===== src/rtl/execute_cycle_pkg.sv =====
// execute_cycle_pkg: shared ALU opcodes, forward-select encodings and datapath width
// for the execute stage.
package execute_cycle_pkg;

    localparam int XLEN_DEFAULT = 32;

    localparam logic [2:0] ALU_ADD = 3'b000;
    localparam logic [2:0] ALU_SUB = 3'b001;
    localparam logic [2:0] ALU_AND = 3'b010;
    localparam logic [2:0] ALU_OR  = 3'b011;
    localparam logic [2:0] ALU_SLT = 3'b101;
    localparam logic [2:0] ALU_MUL = 3'b110;

    localparam logic [1:0] FWD_RD  = 2'b00;
    localparam logic [1:0] FWD_WB  = 2'b01;
    localparam logic [1:0] FWD_MEM = 2'b10;

endpackage


===== src/rtl/execute_cycle_alu.sv =====
// alu_unit: single-cycle combinational ALU (add/sub/and/or/slt) with zero flag.
// Any other opcode, including mul, yields zero.
module alu_unit
    import execute_cycle_pkg::*;
#(
    parameter int XLEN = XLEN_DEFAULT
) (
    input  logic [2:0]      aluControl,
    input  logic [XLEN-1:0] srcA,
    input  logic [XLEN-1:0] srcB,
    output logic [XLEN-1:0] result,
    output logic            zero
);

    logic lessThan;

    always_comb begin
        lessThan = $signed(srcA) < $signed(srcB);
        result   = aluControl == ALU_ADD ? srcA + srcB :
                   aluControl == ALU_SUB ? srcA - srcB :
                   aluControl == ALU_AND ? srcA & srcB :
                   aluControl == ALU_OR  ? srcA | srcB :
                   aluControl == ALU_SLT ? {{(XLEN-1){1'b0}}, lessThan} :
                   '0;
        zero     = result == '0;
    end

endmodule


===== src/rtl/execute_cycle.sv =====
// execute_cycle: execute stage with operand forwarding, branch resolution and E/M register.
// Define EXECUTE_MUL_EN to enable the iterative shift-add multiplier on opcode 110.
module execute_cycle
    import execute_cycle_pkg::*;
#(
    parameter int XLEN = XLEN_DEFAULT
) (
    input  logic            clk,
    input  logic            rst,
    input  logic            Regwrite_E,
    input  logic            ResultSrc_E,
    input  logic            Memwrite_E,
    input  logic            Jump_E,
    input  logic            Branch_E,
    input  logic            AluSrc_E,
    input  logic [2:0]      AluControl_E,
    input  logic [XLEN-1:0] RD1_E,
    input  logic [XLEN-1:0] RD2_E,
    input  logic [XLEN-1:0] Imm_Ext_E,
    input  logic [XLEN-1:0] PC_E,
    input  logic [XLEN-1:0] PCPlus4_E,
    input  logic [XLEN-1:0] Result_W,
    input  logic [1:0]      ForwardA_E,
    input  logic [1:0]      ForwardB_E,
    input  logic [4:0]      Rd_E,
    output logic            Regwrite_M,
    output logic            ResultSrc_M,
    output logic            Memwrite_M,
    output logic [XLEN-1:0] AluResult_M,
    output logic [XLEN-1:0] WriteData_M,
    output logic [XLEN-1:0] PCPlus4_M,
    output logic [4:0]      Rd_M,
    output logic            PCSrc_E,
    output logic [XLEN-1:0] PCTarget_E,
    output logic            Busy_E
);

    logic [XLEN-1:0] srcA, fwdB, srcB, aluResult, exResult, exWriteData;
    logic [XLEN-1:0] product, mulWriteData;
    logic            aluZero, mulDone, zero;

    always_comb begin
        srcA = ForwardA_E == FWD_WB  ? Result_W :
               ForwardA_E == FWD_MEM ? AluResult_M : RD1_E;
        fwdB = ForwardB_E == FWD_WB  ? Result_W :
               ForwardB_E == FWD_MEM ? AluResult_M : RD2_E;
        srcB = AluSrc_E ? Imm_Ext_E : fwdB;
    end

    alu_unit #(.XLEN(XLEN)) u_alu (
        .aluControl(AluControl_E),
        .srcA      (srcA),
        .srcB      (srcB),
        .result    (aluResult),
        .zero      (aluZero)
    );

`ifdef EXECUTE_MUL_EN
    localparam logic [1:0] IDLE = 2'b00;
    localparam logic [1:0] BUSY = 2'b01;
    localparam logic [1:0] DONE = 2'b10;
    localparam int CW = $clog2(XLEN) + 1;

    logic [1:0]      state;
    logic [XLEN-1:0] mcand, mplier, acc, mulWData;
    logic [CW-1:0]   steps;

    assign Busy_E       = (state == IDLE && AluControl_E == ALU_MUL) || state == BUSY;
    assign mulDone      = state == DONE;
    assign product      = acc;
    assign mulWriteData = mulWData;

    // Operands are frozen at start so forwarding changes mid-multiply cannot corrupt it.
    always_ff @(posedge clk) begin
        if (rst) begin
            state    <= IDLE;
            mcand    <= '0;
            mplier   <= '0;
            acc      <= '0;
            mulWData <= '0;
            steps    <= '0;
        end else begin
            case (state)
                IDLE: if (AluControl_E == ALU_MUL) begin
                    state    <= BUSY;
                    mcand    <= srcA;
                    mplier   <= srcB;
                    mulWData <= fwdB;
                    acc      <= '0;
                    steps    <= '0;
                end
                BUSY: begin
                    acc    <= mplier[0] ? acc + mcand : acc;
                    mcand  <= mcand << 1;
                    mplier <= mplier >> 1;
                    steps  <= steps + CW'(1);
                    state  <= steps == CW'(XLEN - 1) ? DONE : BUSY;
                end
                default: state <= IDLE;
            endcase
        end
    end
`else
    assign Busy_E       = 1'b0;
    assign mulDone      = 1'b0;
    assign product      = '0;
    assign mulWriteData = '0;
`endif

    always_comb begin
        exResult    = mulDone ? product : aluResult;
        exWriteData = mulDone ? mulWriteData : fwdB;
        zero        = ~Busy_E & (mulDone ? product == '0 : aluZero);
        PCSrc_E     = Jump_E | (Branch_E & zero);
        PCTarget_E  = PC_E + Imm_Ext_E;
    end

    // A busy stage hands a bubble to memory so nothing is written twice.
    always_ff @(posedge clk) begin
        if (rst || Busy_E) begin
            Regwrite_M  <= 1'b0;
            ResultSrc_M <= 1'b0;
            Memwrite_M  <= 1'b0;
            AluResult_M <= '0;
            WriteData_M <= '0;
            PCPlus4_M   <= '0;
            Rd_M        <= '0;
        end else begin
            Regwrite_M  <= Regwrite_E;
            ResultSrc_M <= ResultSrc_E;
            Memwrite_M  <= Memwrite_E;
            AluResult_M <= exResult;
            WriteData_M <= exWriteData;
            PCPlus4_M   <= PCPlus4_E;
            Rd_M        <= Rd_E;
        end
    end

endmodule


===== config.mk =====
export PLATFORM = sky130hd
export DESIGN_NAME = execute_cycle
export DESIGN_NICKNAME = d
export VERILOG_FILES = /design/src/rtl/execute_cycle_pkg.sv /design/src/rtl/execute_cycle_alu.sv /design/src/rtl/execute_cycle.sv
export SDC_FILE = /design/constraint.sdc
export NUM_CORES = 1
export LEC_CHECK = 0
export ABC_AREA = 1
export CORE_AREA = 2 2 125 175
export CTS_BUF_LIST = sky130_fd_sc_hd__clkbuf_4 sky130_fd_sc_hd__clkbuf_8
export CTS_CLUSTER_DIAMETER = 40
export DETAILED_ROUTE_END_ITERATION = 8
export DIE_AREA = 0 0 127 177
export DONT_BUFFER_PORTS = 1
export GPL_TIMING_DRIVEN = 0
export PLACE_DENSITY = 0.89
export SYNTH_ARGS = -nofsm -noshare
export SYNTH_HDL_FRONTEND = slang
export SYNTH_SLANG_ARGS = --single-unit

===== constraint.sdc =====
create_clock -name clk -period 5.1 [get_ports clk]
set_input_delay 1.02 -clock clk [delete_from_list [all_inputs] [get_ports clk]]
set_output_delay 1.02 -clock clk [all_outputs]
set_load 0.02 [all_outputs]

==> results.ini, run 1 <==
[synth]
seq_area_frac_synth = 0.166
synth_edf_count = 0
synth_cell_types = 46
synth_nets = 2512
ys_ff_latch = 104
synth_cells = 2170
async_reset_ff_frac = 0
avgSynthCellArea_um2 = 5.78
syn-cell-area_um2 = 12500
synth_flop_cell = dfxtp_1
yosysWarnings = 0

[global_routing]
track_usage = 0.610
grt_overflow = 2
grt_max_degree = 19

[clock_network]
numClockSinks = 104
cts_buffers = 9
cts_hold_buf = 0
cts.htree.levels = 3
cts-root-buf = clkbuf_8
cts_max_path_buffers = 2

[status]
status = did not finish
tool.error = [ERROR GRT-0232] Routing congestion too high. Check the congestion heatmap in the GUI.
stop_stage = global routing (5_1_grt)

[die]
rows = 63
ios = 350
die_h_um = 177
initial_core_util = 0.598
die_w_um = 127

[place]
portBuffers = 0
dp_hpwl_um = 48200
gp_congestion = 1.11

[timing]
crit_endpoint = PCSrc_E
worst-ep-kind = primary output

-- per-layer routing --
metal  global-route usage  overflow
met1                0.580         0
met2                0.845         1
met3                0.412         0
met4                0.606         1
met5                0.111         0
-- stage by stage --
stage                     cell area [um^2]  setup slack (ns)  cells   util  setup TNS [ns]
after detailed placement             12900             -1.60   2430  0.613           -3.02
after floorplan                      12500            0.0511   2170      -               0
after CTS                            13900            -0.288   2493  0.665          -0.371
after global placement               12900             -1.55   2430  0.613           -2.65
-- cell usage after synthesis (3+ instances only) --
master | n | area [um^2]
nand2_1 | 567 | 2130
inv_1 | 372 | 1400
nor2_1 | 245 | 920
nand3_1 | 154 | 771
o21ai_0 | 143 | 716
ha_1 | 127 | 1590
a21oi_1 | 121 | 606
dfxtp_1 | 104 | 2080
o211ai_1 | 45 | 338
clkbuf_1 | 40 | 150
nand4_1 | 22 | 138
or2_2 | 22 | 138
xor2_1 | 18 | 158
nor2_2 | 14 | 87.6
nor3_1 | 13 | 65.1
xnor2_1 | 13 | 114
buf_4 | 12 | 90.1
buf_6 | 12 | 135
inv_2 | 12 | 45.0
a31oi_1 | 11 | 68.8
o21bai_1 | 11 | 82.6
a21oi_2 | 9 | 78.8
o21ai_1 | 9 | 45.0
nor2_4 | 8 | 90.1
buf_2 | 7 | 35.0
nand2_2 | 6 | 37.5
o21ai_2 | 6 | 52.6
a211oi_1 | 4 | 30.0
a21o_1 | 4 | 30.0
buf_1 | 4 | 15.0
nor3_2 | 4 | 40.0
a21boi_0 | 3 | 22.5
and3_1 | 3 | 18.8
clkinv_1 | 3 | 11.3
fa_1 | 3 | 60.1
nand3b_1 | 3 | 22.5
o21a_1 | 3 | 22.5
-- what timing repair did --
action / in CTS
hold endpoints to repair: 0
pin swaps: 29
setup endpoints to repair: 1
cloned: 2
setup buffers: 45
gates resized for setup: 201
-- kinds of logic after synthesis --
group	synth area share
AOI/OAI and AO/OA	0.170
xor gates and xnor gates	0.0217
adders and majority gates	0.132
buffers and inverters	0.150
DFF	0.166
other	0.000299
and+or+nand+nor	0.360
==> inputs of run 2 (changes only) <==
Settings changed: CORE_AREA 2 2 125 175 to 2 2 181 183, CTS_BUF_LIST sky130_fd_sc_hd__clkbuf_4 sky130_fd_sc_hd__clkbuf_8 to unset, CTS_CLUSTER_DIAMETER 40 to unset, DIE_AREA 0 0 127 177 to 0 0 183 185, PLACE_DENSITY 0.89 to unset, PLACE_DENSITY_LB_ADDON set to 0.15.
Clock period 5.1 ns to 6.6 ns, I/O delays scaled along.
==> results.ini, run 2 <==
[clock_network]
clk_latency_ns = 0.39
cts_tree = yes
numClockSinks = 104  ; unchanged
cts.htree.levels = 3  ; unchanged
cts_max_path_buffers = 2  ; unchanged
cts-root-buf = clkbuf_16
cts_hold_buf = 0  ; unchanged
cts_buffers = 9  ; unchanged
clk_pin_slew_ns = 0.09

[timing]
whs_ns = 0.772
slew_viol_final = 0
hold_viol = 0
finalCritPeriodShare = 0.978
final.setup.tns_ns = 0
worst_pin_slew_ns = 0.857
finalSetupViolations = 0
slew_headroom = 0.428
clock.fmax_ghz = 0.155
finClkSkew_ns = 0.0202
fin_crit_ns = 6.45
rsz0062_at_grt = no

[die]
die_h_um = 185  ; +4.5%
rows = 66  ; +4.8%
dieArea_um2 = 33900
initial_core_util = 0.391  ; -0.207
die_w_um = 183  ; +44%
ios = 350  ; unchanged
core_area_um2 = 32000

[synth]
yosysWarnings = 0  ; unchanged
synth_cell_types = 46  ; unchanged
yosysMostFrequentCell = nand2_1
async_reset_ff_frac = 0  ; unchanged
yosysTopAreaCell = nand2_1
synth_top_area_share = 0.170  ; unchanged
synth_flop_cell = dfxtp_1
synth_cells = 2170  ; unchanged
synth_commonest_cells = nand2_1, inv_1, nor2_1
synth_edf_count = 0  ; unchanged
ys_ff_latch = 104  ; unchanged
seq_area_frac_synth = 0.166  ; unchanged
synthTopCellsByArea = nand2_1, dfxtp_1, ha_1
syn-cell-area_um2 = 12500  ; unchanged
avgSynthCellArea_um2 = 5.78  ; unchanged
synth_nets = 2512  ; unchanged

[routing]
drtIter0Drc = 1152
drc = 0
vias_per_cell = 5.37
postRouteAntennaNets = 0
num_vias = 14000
drt-total-wl_um = 56800
first_pass_iters = 5
routedWlPerCell_um = 21.8

[setup_path]
regToRegStartpoint = AluResult_M[29]
crit_path_end_kind = output port
crit_slowest_cell = fa_1
crit_buf_inv = 4
critical_path_arrival_ns = 5.13
critical_path.top_delay_family = simple AND/OR/NAND/NOR gates
rrSetupSlack_ns = 3.15
reg2reg_depth = 16
crit_top_cell = nand2_1
startpoint_type = input pin
worstReg2RegEnd = AluResult_M[31]
worst_ep_required_time_ns = 5.28
crit_fanout = 10
worst-path-stages = 26
max_stage_delay_ns = 0.44
critPathKind = in -> out

[place]
portBuffers = 0  ; unchanged
gp_congestion = 1.03  ; -7.3%
numPlacedInstances = 2578  ; +6.1%
dp_hpwl_um = 49200  ; +2.1%

[global_routing]
grt_pass1_vias = 12900
track_usage = 0.323
grt_pass1_wl_um = 80500
grt_overflow = 0
grt_max_degree = 23
antenna_found_initial = 4

[hold_path]
whs_endpoint = WriteData_M[13]
worst_hold_path_type = reg -> reg
min-delay-start = AluResult_M[13]
min_path_cells = 4

[run]
cap_violations = 0

[layout]
final_common_cell = nand2_1
areaGrowthSynthToFinish_pct = 7.50
num-fill-cells = 3608
mostFrequentLayoutCells = nand2_1, inv_1, nor2_1
utilization = 0.421
nets = 2525
fin_cells = 2601
reg_top3 = AluResult_M (32), PCPlus4_M (32), WriteData_M (32)
drive_gt1_frac = 0.0759

[power]
leakage_uw = 0.00725
power_density_nw_per_um2 = 212
vdd_drop_max_uv = 137
total_power_uw = 2860

[status]
status = finished clean

run 2: cell families (layout without fill, tap and decap cells):
group | after synthesis | after routing | synth area share
xor gates and xnor gates | 31 | 31 | 0.0217
adders and majority gates | 130 | 130 | 0.132
buffers and inverters | 462 | 480 | 0.150
AOI/OAI and AO/OA | 374 | 374 | 0.170
DFF | 104 | 104 | 0.166
and+or+nand+nor | 1068 | 1068 | 0.360
other | 1 | 6 | 0.000299
run 2: metal layers:
metal,wire length (um),global-route usage,vias up
met5,0,0,-
met4,2760,0.158,0
met3,5060,0.0804,120
met2,26100,0.538,624
met1,22900,0.387,6340
li1,-,-,6884
run 2: worst max-delay path by stage:
stage                              from      end  slack (ns)
after global routing      ForwardA_E[1]  PCSrc_E       0.006
after detailed placement  ForwardB_E[1]  PCSrc_E       -0.97
after floorplan           ForwardB_E[1]  PCSrc_E        0.95
after global placement    ForwardB_E[1]  PCSrc_E       -0.91
after CTS                 ForwardB_E[1]  PCSrc_E       0.006
final                     ForwardB_E[1]  PCSrc_E        0.15
run 2: layout make-up:
class	instances	area, um^2	share of cell area
timing repair buffer	2	15.0	0.00111
buffer	75	459	0.0341
sequential	104	2080	0.155
inverter	387	1460	0.108
clock buffer	9	225	0.0167
tap	408	510	0.0379
clock inverter	7	88.8	0.00659
antenna	5	12.5	0.000929
multi-input combinational	1604	8620	0.640
run 2: what timing repair did:
item,in CTS,in global routing
setup buffers,0,2
pin swaps,0,2
setup endpoints to repair,1,1
resized for setup,21,52
run 2: stage by stage:
stage | setup WS [ns] | area [um^2]
2_1_floorplan | 0.951 | 12500
6_report | 0.146 | 13500
3_5_place_dp | -0.974 | 13000
3_3_place_gp | -0.910 | 13000
4_1_cts | 0.00555 | 13400
5_1_grt | 0.00566 | 13500
run 2: worst min-delay path, cell delays in order, from the launching register on:
cell	delay (ns)
dfxtp_1	0.41
nand2_1	0.10
nand3_1	0.07
o21ai_0	0.10
nor2_1	0.05
run 2: power by group:
group | total [uW] | internal (uW) | switching, uW
logic | 1490 | 445 | 1040
clock network | 602 | 275 | 326
registers | 771 | 674 | 97.0
total | 2860 | 1390 | 1470
Note: power is estimated with default switching activity, not from simulation.
